## config.mk

```make
export PLATFORM = sky130hd
export DESIGN_NAME = clock_divider_prog
export DESIGN_NICKNAME = d
export VERILOG_FILES = /design/src/rtl/clk_div_pkg.sv /design/src/rtl/clk_div_shadow.sv /design/src/rtl/clock_divider_prog.sv
export SDC_FILE = /design/constraint.sdc
export NUM_CORES = 1
export LEC_CHECK = 0
export CAP_MARGIN = 40
export CELL_PAD_IN_SITES_DETAIL_PLACEMENT = 2
export CELL_PAD_IN_SITES_GLOBAL_PLACEMENT = 2
export CORE_MARGIN = 4
export CORE_UTILIZATION = 30
export DETAILED_ROUTE_END_ITERATION = 7
export PLACE_DENSITY_LB_ADDON = 0.1
export SLEW_MARGIN = 10
export SYNTH_ARGS = -nofsm -noshare
export SYNTH_HDL_FRONTEND = slang
export SYNTH_HIERARCHICAL = 1
export SYNTH_SLANG_ARGS = --single-unit
```

## constraint.sdc

```tcl
create_clock -name clk -period 4.8 [get_ports clk]
set_input_delay 0.96 -clock clk [delete_from_list [all_inputs] [get_ports clk]]
set_output_delay 0.96 -clock clk [all_outputs]
set_load 0.03 [all_outputs]
```

## src/rtl/clk_div_pkg.sv

```systemverilog
// Shared constants and types for the programmable clock divider.
package clk_div_pkg;

    // Default width of the divisor and period counter
    localparam int CLK_DIV_CNT_W       = 16;
    // Divisor (full period in clk cycles) loaded at reset
    localparam int CLK_DIV_DEFAULT_DIV = 50;

    // Divisor values with special meaning
    localparam int DIV_HALT   = 0;
    localparam int DIV_BYPASS = 1;

    typedef logic [CLK_DIV_CNT_W-1:0] div_t;

endpackage

```

## src/rtl/clk_div_shadow.sv

```systemverilog
// Pending-divisor slot: accepts one divisor through valid/ready and
// releases it at the next period boundary signalled by the counter.
module clk_div_shadow #(
    parameter int CNT_W = 16
) (
    input  logic             clk,
    input  logic             rst_n,
    input  logic [CNT_W-1:0] div_i,
    input  logic             div_valid_i,
    input  logic             boundary_i,
    output logic             div_ready_o,
    output logic             apply_o,
    output logic [CNT_W-1:0] pend_o
);

    logic             pend_vld_q;
    logic             pend_vld_d;
    logic [CNT_W-1:0] pend_q;
    logic [CNT_W-1:0] pend_d;

    // Next-state of the slot: drain on a boundary, otherwise accept when empty
    always_comb begin
        pend_vld_d = pend_vld_q;
        pend_d     = pend_q;
        if (pend_vld_q) begin
            // A full slot ignores div_valid; it only empties when applied
            if (boundary_i) begin
                pend_vld_d = 1'b0;
            end else begin
                pend_vld_d = 1'b1;
            end
        end else if (div_valid_i) begin
            pend_vld_d = 1'b1;
            pend_d     = div_i;
        end else begin
            pend_vld_d = 1'b0;
        end
    end

    // Slot storage
    always_ff @(posedge clk or negedge rst_n) begin
        if (!rst_n) begin
            pend_vld_q <= 1'b0;
            pend_q     <= {CNT_W{1'b0}};
        end else begin
            pend_vld_q <= pend_vld_d;
            pend_q     <= pend_d;
        end
    end

    // The boundary test uses the slot state before this edge, so a value
    // accepted on a boundary edge waits for the following boundary.
    assign div_ready_o = ~pend_vld_q;
    assign apply_o     = pend_vld_q & boundary_i;
    assign pend_o      = pend_q;

endmodule

```

## src/rtl/clock_divider_prog.sv

```systemverilog
// Runtime-programmable clock divider: divided clock plus a one-cycle
// tick at the start of each period. Divisor changes land on boundaries.
module clock_divider_prog
    import clk_div_pkg::*;
#(
    parameter int CNT_W       = CLK_DIV_CNT_W,
    parameter int DEFAULT_DIV = CLK_DIV_DEFAULT_DIV
) (
    input  logic             clk,
    input  logic             rst_n,
    input  logic             en,
    input  logic             restart,
    input  logic [CNT_W-1:0] div_i,
    input  logic             div_valid,
    output logic             div_ready,
    output logic             clk_out,
    output logic             tick,
    output logic [CNT_W-1:0] div_act
);

    // The reset divisor must fit in the counter width
    if (longint'(DEFAULT_DIV) < longint'(0) ||
        longint'(DEFAULT_DIV) > ((longint'(1) << CNT_W) - longint'(1))) begin : g_bad_default
        $error("clock_divider_prog: DEFAULT_DIV does not fit in CNT_W bits");
    end

    localparam logic [CNT_W-1:0] DIV_RST  = CNT_W'(DEFAULT_DIV);
    localparam logic [CNT_W-1:0] DIV_ZERO = CNT_W'(DIV_HALT);
    localparam logic [CNT_W-1:0] CNT_ONE  = CNT_W'(1);

    // Length of the high phase: ceil(N/2), computed without widening
    function automatic logic [CNT_W-1:0] high_len(input logic [CNT_W-1:0] n);
        return n - (n >> 1);
    endfunction

    logic [CNT_W-1:0] cnt_q,     cnt_d;
    logic             run_q,     run_d;
    logic             clk_out_q, clk_out_d;
    logic             tick_q,    tick_d;
    logic [CNT_W-1:0] div_act_q, div_act_d;

    logic             last_s;
    logic             boundary_s;
    logic             apply_s;
    logic [CNT_W-1:0] pend_s;
    logic [CNT_W-1:0] new_div_s;
    logic [CNT_W-1:0] cnt_inc_s;

    clk_div_shadow #(
        .CNT_W (CNT_W)
    ) u_shadow (
        .clk         (clk),
        .rst_n       (rst_n),
        .div_i       (div_i),
        .div_valid_i (div_valid),
        .boundary_i  (boundary_s),
        .div_ready_o (div_ready),
        .apply_o     (apply_s),
        .pend_o      (pend_s)
    );

    // Boundary detection and selection of the divisor for the next cycle
    always_comb begin
        cnt_inc_s  = cnt_q + CNT_ONE;
        last_s     = (cnt_q == (div_act_q - CNT_ONE));
        // Idle (en low, halted, not yet started) counts as a boundary every
        // cycle, so a pending divisor never waits on a stopped counter.
        boundary_s = (~en) | (~run_q) | restart | last_s;
        if (apply_s) begin
            new_div_s = pend_s;
        end else begin
            new_div_s = div_act_q;
        end
    end

    // Counter and output decode for the next cycle
    always_comb begin
        cnt_d     = cnt_q;
        run_d     = run_q;
        clk_out_d = clk_out_q;
        tick_d    = tick_q;
        div_act_d = new_div_s;
        if (!en) begin
            run_d     = 1'b0;
            cnt_d     = {CNT_W{1'b0}};
            clk_out_d = 1'b0;
            tick_d    = 1'b0;
        end else if (div_act_q == DIV_ZERO) begin
            // Halted: a newly applied divisor starts on the edge after it lands
            run_d     = 1'b0;
            cnt_d     = {CNT_W{1'b0}};
            clk_out_d = 1'b0;
            tick_d    = 1'b0;
        end else if (boundary_s) begin
            if (new_div_s == DIV_ZERO) begin
                run_d     = 1'b0;
                cnt_d     = {CNT_W{1'b0}};
                clk_out_d = 1'b0;
                tick_d    = 1'b0;
            end else begin
                // First cycle of a period is always high (high_len >= 1)
                run_d     = 1'b1;
                cnt_d     = {CNT_W{1'b0}};
                clk_out_d = 1'b1;
                tick_d    = 1'b1;
            end
        end else begin
            run_d     = 1'b1;
            cnt_d     = cnt_inc_s;
            clk_out_d = (cnt_inc_s < high_len(div_act_q));
            tick_d    = 1'b0;
        end
    end

    // State and registered outputs
    always_ff @(posedge clk or negedge rst_n) begin
        if (!rst_n) begin
            cnt_q     <= {CNT_W{1'b0}};
            run_q     <= 1'b0;
            clk_out_q <= 1'b0;
            tick_q    <= 1'b0;
            div_act_q <= DIV_RST;
        end else begin
            cnt_q     <= cnt_d;
            run_q     <= run_d;
            clk_out_q <= clk_out_d;
            tick_q    <= tick_d;
            div_act_q <= div_act_d;
        end
    end

    assign clk_out = clk_out_q;
    assign tick    = tick_q;
    assign div_act = div_act_q;

endmodule

```

== Yosys cells after proc, flatten, opt, wreduce, memory -nomap -nowiden ==
Cells that the tools add are included.

* Bits in registers: 52
* Word-level logic and storage cells: 39

* $add $sub $neg: 3
* Magnitude comparators: 1
* Eq/ne operators: 1
* Mux-type cells: 17
* Bitwise logic cells: 7
* Reductions and logical operators: 3

{| class="wikitable"
|+ Operators by type and width
! cell !! count
|-
| $mux W16 || 4
|-
| $logic_not A16 Y1 || 2
|-
| $add A16 B1 Y16 const B || 1
|-
| $eq A16 B16 Y1 || 1
|-
| $lt A16 B16 Y1 || 1
|-
| $sub A16 B1 Y16 const B || 1
|-
| $sub A16 B15 Y16 || 1
|-
| $mux W1 || 13
|-
| $not A1 Y1 || 3
|-
| $or A1 B1 Y1 || 3
|-
| $reduce_and A2 Y1 || 1
|-
| $and A1 B1 Y1 || 1
|}

== Depth between registers and ports, before layout ==
Gate-level depths: netlist of run 1.

* Depth after elaboration: 11
* Gate-level depth with buffers: 18
* Depth with buffers taken out: 18

== By module ==
The synthesis of run 1 kept the hierarchy.

{| class="wikitable"
|+ By module, submodules not included
! module !! times used !! cells each !! area each (sq um) !! sequential area each (sq um)
|-
| clock_divider_prog || 1 || 373 || 3,309.4 || 879.6
|-
| clk_div_shadow || 1 || 39 || 685.7 || 425.4
|}

== Worst setup path before layout of run 1 ==
Ideal clock, no wire load.

* Path kind: register to register
* From: register div_act_q[1], in the netlist div_act[1]
* To: register clk_out_q, in the netlist clk_out
* Setup time: 0.079 ns
* Arrival time: 3.515 ns
* Path slack: 1.206 ns
* Stages on the path, launching flop included: 18
* Clock period less this slack: 3.594 ns
* Cells stage by stage: dfstp_2 inv_1 ha_1 and3b_1 buf_6 a21o_1 a2111oi_0 nand3_1 nor4_1 or3_1 and2_1 clkbuf_1 clkbuf_1 nor4_1 a22o_1 nand4_1 nand3_1 mux2i_1

* Word-level cells in the longest chain between the ends: 10
* Elaborated cells on any way between the ends: 13
* Those cells by class: 2 x add/sub; 1 x order compare; 1 x eq/ne; 5 x mux; 2 x bitwise; 2 x reduce/logical

{| class="wikitable"
|+ Ends and longest elaborated chain
! item !! line !! source
|-
| from (decl) || clock_divider_prog.sv:40 || <nowiki>logic [CNT_W-1:0] div_act_q, div_act_d;</nowiki>
|-
| from (signal assigned) || clock_divider_prog.sv:128 || <nowiki>div_act_q <= div_act_d;</nowiki>
|-
| $sub A16 B1 Y16 || clock_divider_prog.sv:65 || <nowiki>last_s = (cnt_q == (div_act_q - CNT_ONE));</nowiki>
|-
| $eq A16 B16 Y1 || clock_divider_prog.sv:65 ||
|-
| $or A1 B1 Y1 || clock_divider_prog.sv:68 || <nowiki>boundary_s = (~en) | (~run_q) | restart | last_s;</nowiki>
|-
| via boundary_s || clock_divider_prog.sv:43 || <nowiki>logic boundary_s;</nowiki>
|-
| $and A1 B1 Y1 || clk_div_shadow.sv:54 || <nowiki>assign apply_o = pend_vld_q & boundary_i;</nowiki>
|-
| via apply_s || clock_divider_prog.sv:44 || <nowiki>logic apply_s;</nowiki>
|-
| $mux W16 || clock_divider_prog.sv:69 || <nowiki>if (apply_s) begin</nowiki>
|-
| $logic_not A16 Y1 || clock_divider_prog.sv:95 || <nowiki>if (new_div_s == DIV_ZERO) begin</nowiki>
|-
| $mux W1 || clock_divider_prog.sv:95 ||
|-
| $mux W1 || clock_divider_prog.sv:94 || <nowiki>end else if (boundary_s) begin</nowiki>
|-
| $mux W1 || clock_divider_prog.sv:88 || <nowiki>end else if (div_act_q == DIV_ZERO) begin</nowiki>
|-
| $mux W1 || clock_divider_prog.sv:83 || <nowiki>if (!en) begin</nowiki>
|-
| via clk_out_d || clock_divider_prog.sv:38 || <nowiki>logic clk_out_q, clk_out_d;</nowiki>
|-
| to (signal assigned) || clock_divider_prog.sv:126 || <nowiki>clk_out_q <= clk_out_d;</nowiki>
|-
| to (decl) || clock_divider_prog.sv:38 ||
|}

The timed path passes the listed nets, and every way through them passes these cells.
A chain may end at the register's enable or synchronous reset.

== Final worst setup path of run 1 ==
Same ends and word-level chain as after synthesis.

==> flow_summary.yaml, run 1 <==
logic_synthesis:
  yosysTopAreaCell: "dfrtp_1"
  synth_flop_cell: "dfrtp_1"
  synth-compound-area-share_pct: 10.37
  synth-xor-area-share_pct: 11.62
  synth.area.mux_share_pct: 5.982
  synthAdderAreaFrac_pct: 15.53
  synth_top_family_by_area: "simple AND/OR/NAND/NOR gates"
  netlist_instances: 412
  postSynth.asyncResetShare_pct: 100.0
  synth.most_common_cell: "dfrtp_1"
  syn_nets: 482
  synth-simple-area-share_pct: 19.14
  ys_types: 53
  synth_area_leaders: "dfrtp_1 (31%), ha_1 (15%), xnor2_1 (8.3%), mux2_4 (3.8%), xor2_1 (3.3%)"
  synth_area_mm2: 0.003995
  ys_ff_latch: 52
  synth-edff-count: 0
  synth_commonest_cells: "dfrtp_1 (49), ha_1 (48), xnor2_1 (38)"
  syn_area_per_cell_um2: 9.697
  yosysSeqAreaShare_pct: 32.67
  yosys_warnings: 6
  synth.top_cell.area_share_pct: 30.69
timing:
  slew_violations: 0
  fin_crit_sh_pct: 90.22
  finalHoldViolations: 0
  rsz0062_at_grt: "no"
  hold_ws_ps: 514.3
  slew_headroom_pct: 52.61
  fin_skew_ps: 10.49
  fin_crit_ps: 4330
  clock.fmax_mhz: 230.9
  fin_setup_tns_ps: 0
  finalSetupViolations: 0
  tightest_slew_ps: 710.8
power:
  switching_share_pct: 41.76
  power_frac_seq_pct: 26.6
  pwr-share-comb_pct: 51.8
  ir_drop_mv: 0.1500
  power_frac_clock_pct: 21.6
  cellInternalPower_uw: 1285
  p_leak_uw: 0.002063
  power.density_mw_per_mm2: 463.8
  power.switching_uw: 921.6
finish:
  diodes: 0
  layout-drive-gt1-share_pct: 10.35
  num-nets-final: 523
  finalNonFillerCells: 626
  area_delta_synth_final_pct: 19.10
route:
  ant_nets: 0
  drt_iter0_drc: 103
  drc: 0
  wl_per_cell_um: 19.69
  vias_per_cell: 5.018
  wirelength_mm: 12.33
  dr.pass1.iters: 4
  vias: 3141
min_path:
  hold_depth: 1
  min_from: "u_shadow/pend_o[1]"
  holdPathEnd: "u_shadow/pend_o[1]"
  hp-class: "register to register"
setup_path:
  arrival_ps: 4510
  path_buf_inv: 1
  critPathMaxStageDelay_ps: 610
  startpoint: "div_act[1]"
  r2r_cells: 14
  path_max_fanout: 17
  reg2reg_from: "div_act[1]"
  crit_type: "register to register"
  worstPathRequired_ps: 4980
  reg2reg_to: "clk_out"
  path_cells: "inv_1, ha_1, and3b_1, a21o_1, a2111oi_0, nand3_1, nor4_1, or3_1, and2_2, or4b_2, o22ai_1, nand4_1, nand3_1, mux2i_1"
  crit_path_end_kind: "register"
  reg2reg_slack_ps: 470
  cp-start-kind: "register"
  worst_path_max_delay_cell: "or4b_2"
  crit_family: "simple AND/OR/NAND/NOR gates"
  cpMostUsedCell: "nand3_1"
place:
  gp_congestion: 0.8041
  placed_cells: 618
  dp_hpwl_mm: 9.855
  portBuffers: 39
clock_network:
  clk_latency_ps: 300
  holdBufCountCts: 0
  clockRootBuffer: "clkbuf_16"
  cts_buffer_depth: 2
  cts_num_sinks: 52
  cts.clk_slew.worst_paths_ps: 80
  htree_num_levels: 2
  postCtsSetupRepairBufs: 0
  cts_tree: "yes"
  cts_buffers: 5
global_route:
  antenna_found_initial: 0
  grt_start_max_net_pins: 53
  grt-ovfl-total: 0
  grt_pass1_wl_mm: 20.34
  grt_usage_pct: 17.62
  grt_pass1_vias: 3602
job:
  cap_viol_max_count: 0
die:
  start_util_pct: 31.15
  chipHeight_um: 123.4
  ios: 40
  core_region_area_mm2: 0.01282
  rows: 41
  dieArea_mm2: 0.01523
  die_width_um: 123.4
run_status:
  status: "finished, final reports clean"
## how the worst max path moves through the flow
stage                         end  cells past startpoint
after floorplan           clk_out                     17
after global placement    clk_out                     14
after CTS                 clk_out                     14
final                     clk_out                     14
after detailed placement  clk_out                     14
after global routing      clk_out                     14
## stage by stage
stage | setup WS, ps | util (%) | cell area (µm²) | power [µW]
finish | 469.7 | 37.10 | 4758 | 2207
global route | 10.18 | 37.10 | 4758 | 2397
global placement | 389.0 | 35.50 | 4553 | 1713
detailed placement | 310.3 | 35.62 | 4568 | 1740
floorplan | 1206 | - | 3995 | 1370
CTS | 263.1 | 37.09 | 4757 | 2241
## layout make-up
type	count	area (µm²)
clock buffers	6	128.9
multi-input cells	320	2506
clock inverters	2	60.06
fillers	1441	8066
inverters	30	112.6
flip-flops and latches	52	1305
well taps	172	215.2
repair buffers	44	430.4
## registers in the layout, summed over array words and instances (netlist names)
signal and flops:
div_act 16, u_shadow/pend_o 16, u_shadow/pend_vld_q 1, run_q 1, cnt_q 16, clk_out 1
tick 1
## repair_timing
item                                    4_1_cts  5_1_grt
resized for setup                             0        1
endpoints found under the hold margin         0        0
endpoints found under the setup margin        0        3
## routing by layer
metal	global-route usage (%)	wire length (µm)	vias to the layer above
met4	3.114	112	0
met5	0	0	-
met2	29.36	5892	40
li1	-	-	1510
met1	24.44	5983	1584
met3	2.699	338	7
## kinds of logic after synthesis
group / after synthesis
fa+ha+maj: 49
simple gates: 135
mux: 18
buf+inv: 40
xor+xnor: 53
compound gates: 65
flops: 52
## power groups by stage
stage	logic, µW	registers, µW	clock network, µW
final	1140	588	477
after global routing	1280	603	515
after CTS	1160	593	489
after detailed placement	1140	601	0
after global placement	1110	599	0
after floorplan	735	635	0
## placed cells by master, fill, tap and decap left out, types with 3 or more instances in the layout
master / count
nor2_1: 19
a21oi_1: 11
mux2_2: 7
a2111oi_0: 3
nor2b_1: 13
nor2b_4: 7
clkdlybuf4s50_1: 38
dfrtp_1: 49
nand2b_1: 3
mux2_4: 10
or4_1: 4
a21o_1: 5
o21bai_1: 5
nand3_1: 13
xnor2_1: 38
buf_4: 4
nor4_1: 11
dfstp_2: 3
nand4_1: 6
nand2_1: 33
inv_1: 30
o21ai_0: 23
and3_1: 3
ha_1: 48
nor3_1: 9
xor2_1: 15
nor3b_1: 3
clkbuf_16: 5
No activity file was read; power rests on OpenSTA's default activity.
==> run 2: changes to the inputs <==
Settings changed: DONT_BUFFER_PORTS set to 1.
==> flow_summary.yaml, run 2 (synthesis gave the netlist of run 1 again) <==
clock_network:
  cts_buffer_depth: 2
  htree_num_levels: 2
  cts_tree: "yes"
  cts_buffers: 5
  cts_num_sinks: 52
  cts.clk_slew.worst_paths_ps: 80
  cts_resized: 0
  clk_latency_ps: 300
  postCtsSetupRepairBufs: 0
  holdBufCountCts: 0
  clockRootBuffer: "clkbuf_16"
finish:
  regArea_mm2: 0.001305
  num-nets-final: 491
  multiInputGateArea_mm2: 0.002517
  layout-drive-gt1-share_pct: 12.80
  layout_common_cells: "dfrtp_1 (49), ha_1 (48), xnor2_1 (38)"
  diodes: 0
  fillers: 1441
  layout_commonest_cell: "dfrtp_1"
  area_delta_synth_final_pct: 10.30
route:
  wirelength_mm: 11.62
  vias: 3026
  dr_wl_met3_um: 438
  dr_wl_met2_mm: 5.596
  wl_per_cell_um: 19.57
  wl_met1_mm: 5.494
  drt_iter0_drc: 131
  ant_nets: 0
  drc: 0
  dr.pass1.iters: 4
  vias_per_cell: 5.094
  top_layer: "met4"
setup_path:
  reg2reg_slack_ps: 490
  crit_end: "clk_out"
  r2r_cells: 15
  startpoint: "div_act[2]"
  crit_type: "register to register"
  reg2reg_to: "clk_out"
  crit_path_end_kind: "register"
  arrival_ps: 4490
  path_max_fanout: 38
  reg2reg_from: "div_act[2]"
  worstPathRequired_ps: 4990
  cp-start-kind: "register"
timing:
  setup_slack_ps: 495.0
  fin_setup_tns_ps: 0
  rsz0062_at_grt: "no"
  slew_violations: 0
  fin_crit_ps: 4305
  clock.fmax_mhz: 232.3
  finalSetupViolations: 0
  slew_headroom_pct: 64.02
  finalHoldViolations: 0
  tightest_slew_ps: 532.7
  fin_skew_ps: 9.114
  fin_crit_sh_pct: 89.69
die:
  rows: 41
  ios: 40
  die_width_um: 123.4
  start_util_pct: 31.15
  dieArea_mm2: 0.01523
  core_region_area_mm2: 0.01282
  chipHeight_um: 123.4
power:
  p_leak_uw: 0.001934
  power.density_mw_per_mm2: 465.8
  finalPower_uw: 2052
  ir_drop_mv: 0.1326
place:
  portBuffers: 0
  place_ws_ps: 279.4
  dp_hpwl_mm: 9.621
  gp_congestion: 0.7856
global_route:
  grt-ovfl-total: 0
  grt_usage_pct: 16.49
  grt_pass1_vias: 3341
  grt_start_max_net_pins: 53
  antenna_found_initial: 0
  grt_pass1_wl_mm: 19.01
job:
  cap_viol_max_count: 0
min_path:
  hp-class: "primary input to async pin"
run_status:
  status: "finished, final reports clean"
[run 2: cell count changes in the layout (fill, tap and decap cells not counted), sizes merged]
cell           delta
bufinv            -2
buf               +6
inv               +2
clkdlybuf4s50    -38
[run 2: per-layer routing]
layer	vias up	track usage [%]
met5	-	0
met4	0	2.907
met3	7	4.071
met2	40	27.59
met1	1534	21.86
li1	1445	-
[run 2: through the flow]
stage,hold slack (ps),util [%],cells,instance area [µm²]
6_report,343.3,34.36,594,4407
3_3_place_gp,489.1,33.00,585,4233
4_1_cts,335.1,34.26,594,4394
3_5_place_dp,504.0,33.12,586,4248
2_1_floorplan,463.0,-,412,3995
5_1_grt,321.3,34.36,594,4407
[run 2: final cells by class]
type | count | share of cell area, %
Sequential cell | 52 | 29.61
Multi-Input combinational cell | 320 | 57.13
Clock inverter | 2 | 0.3975
Clock buffer | 6 | 2.924
Timing Repair Buffer | 12 | 2.499
Inverter | 30 | 2.555
Tap cell | 172 | 4.884
[run 2: worst min path at each step]
stage	startpoint	to	slack, ps
2_1_floorplan	u_shadow/pend_o[13]	div_act[13]	460
3_3_place_gp	u_shadow/pend_o[11]	div_act[11]	490
3_5_place_dp	u_shadow/pend_o[5]	u_shadow/pend_o[5]	500
4_1_cts	rst_n	cnt_q[8]	340
5_1_grt	rst_n	div_act[2]	320
6_report	rst_n	cnt_q[12]	340
[run 2: worst max-delay path, stage by stage, from the launching register on]
cell	delay, ps
dfrtp_1	590
inv_1	220
ha_1	240
and3b_1	260
a21o_1	220
a2111oi_1	360
nand3_1	160
nor4_2	320
or3_4	220
and2_1	180
buf_12	190
or4b_2	590
o22ai_1	160
nand4_1	180
nand3_1	170
mux2i_1	100
[run 2: where the power goes]
group          internal (µW)  switching [µW]  total, µW
registers                502             100        602
clock network            198             178        376
logic                    434             641       1070
total                   1130             919       2050
==> run 3: changes to the inputs <==
Settings changed: SKIP_LAST_GASP set to 1.
==> results of run 3 <==
Final layout, timing and power as in run 2 (identical DEF).
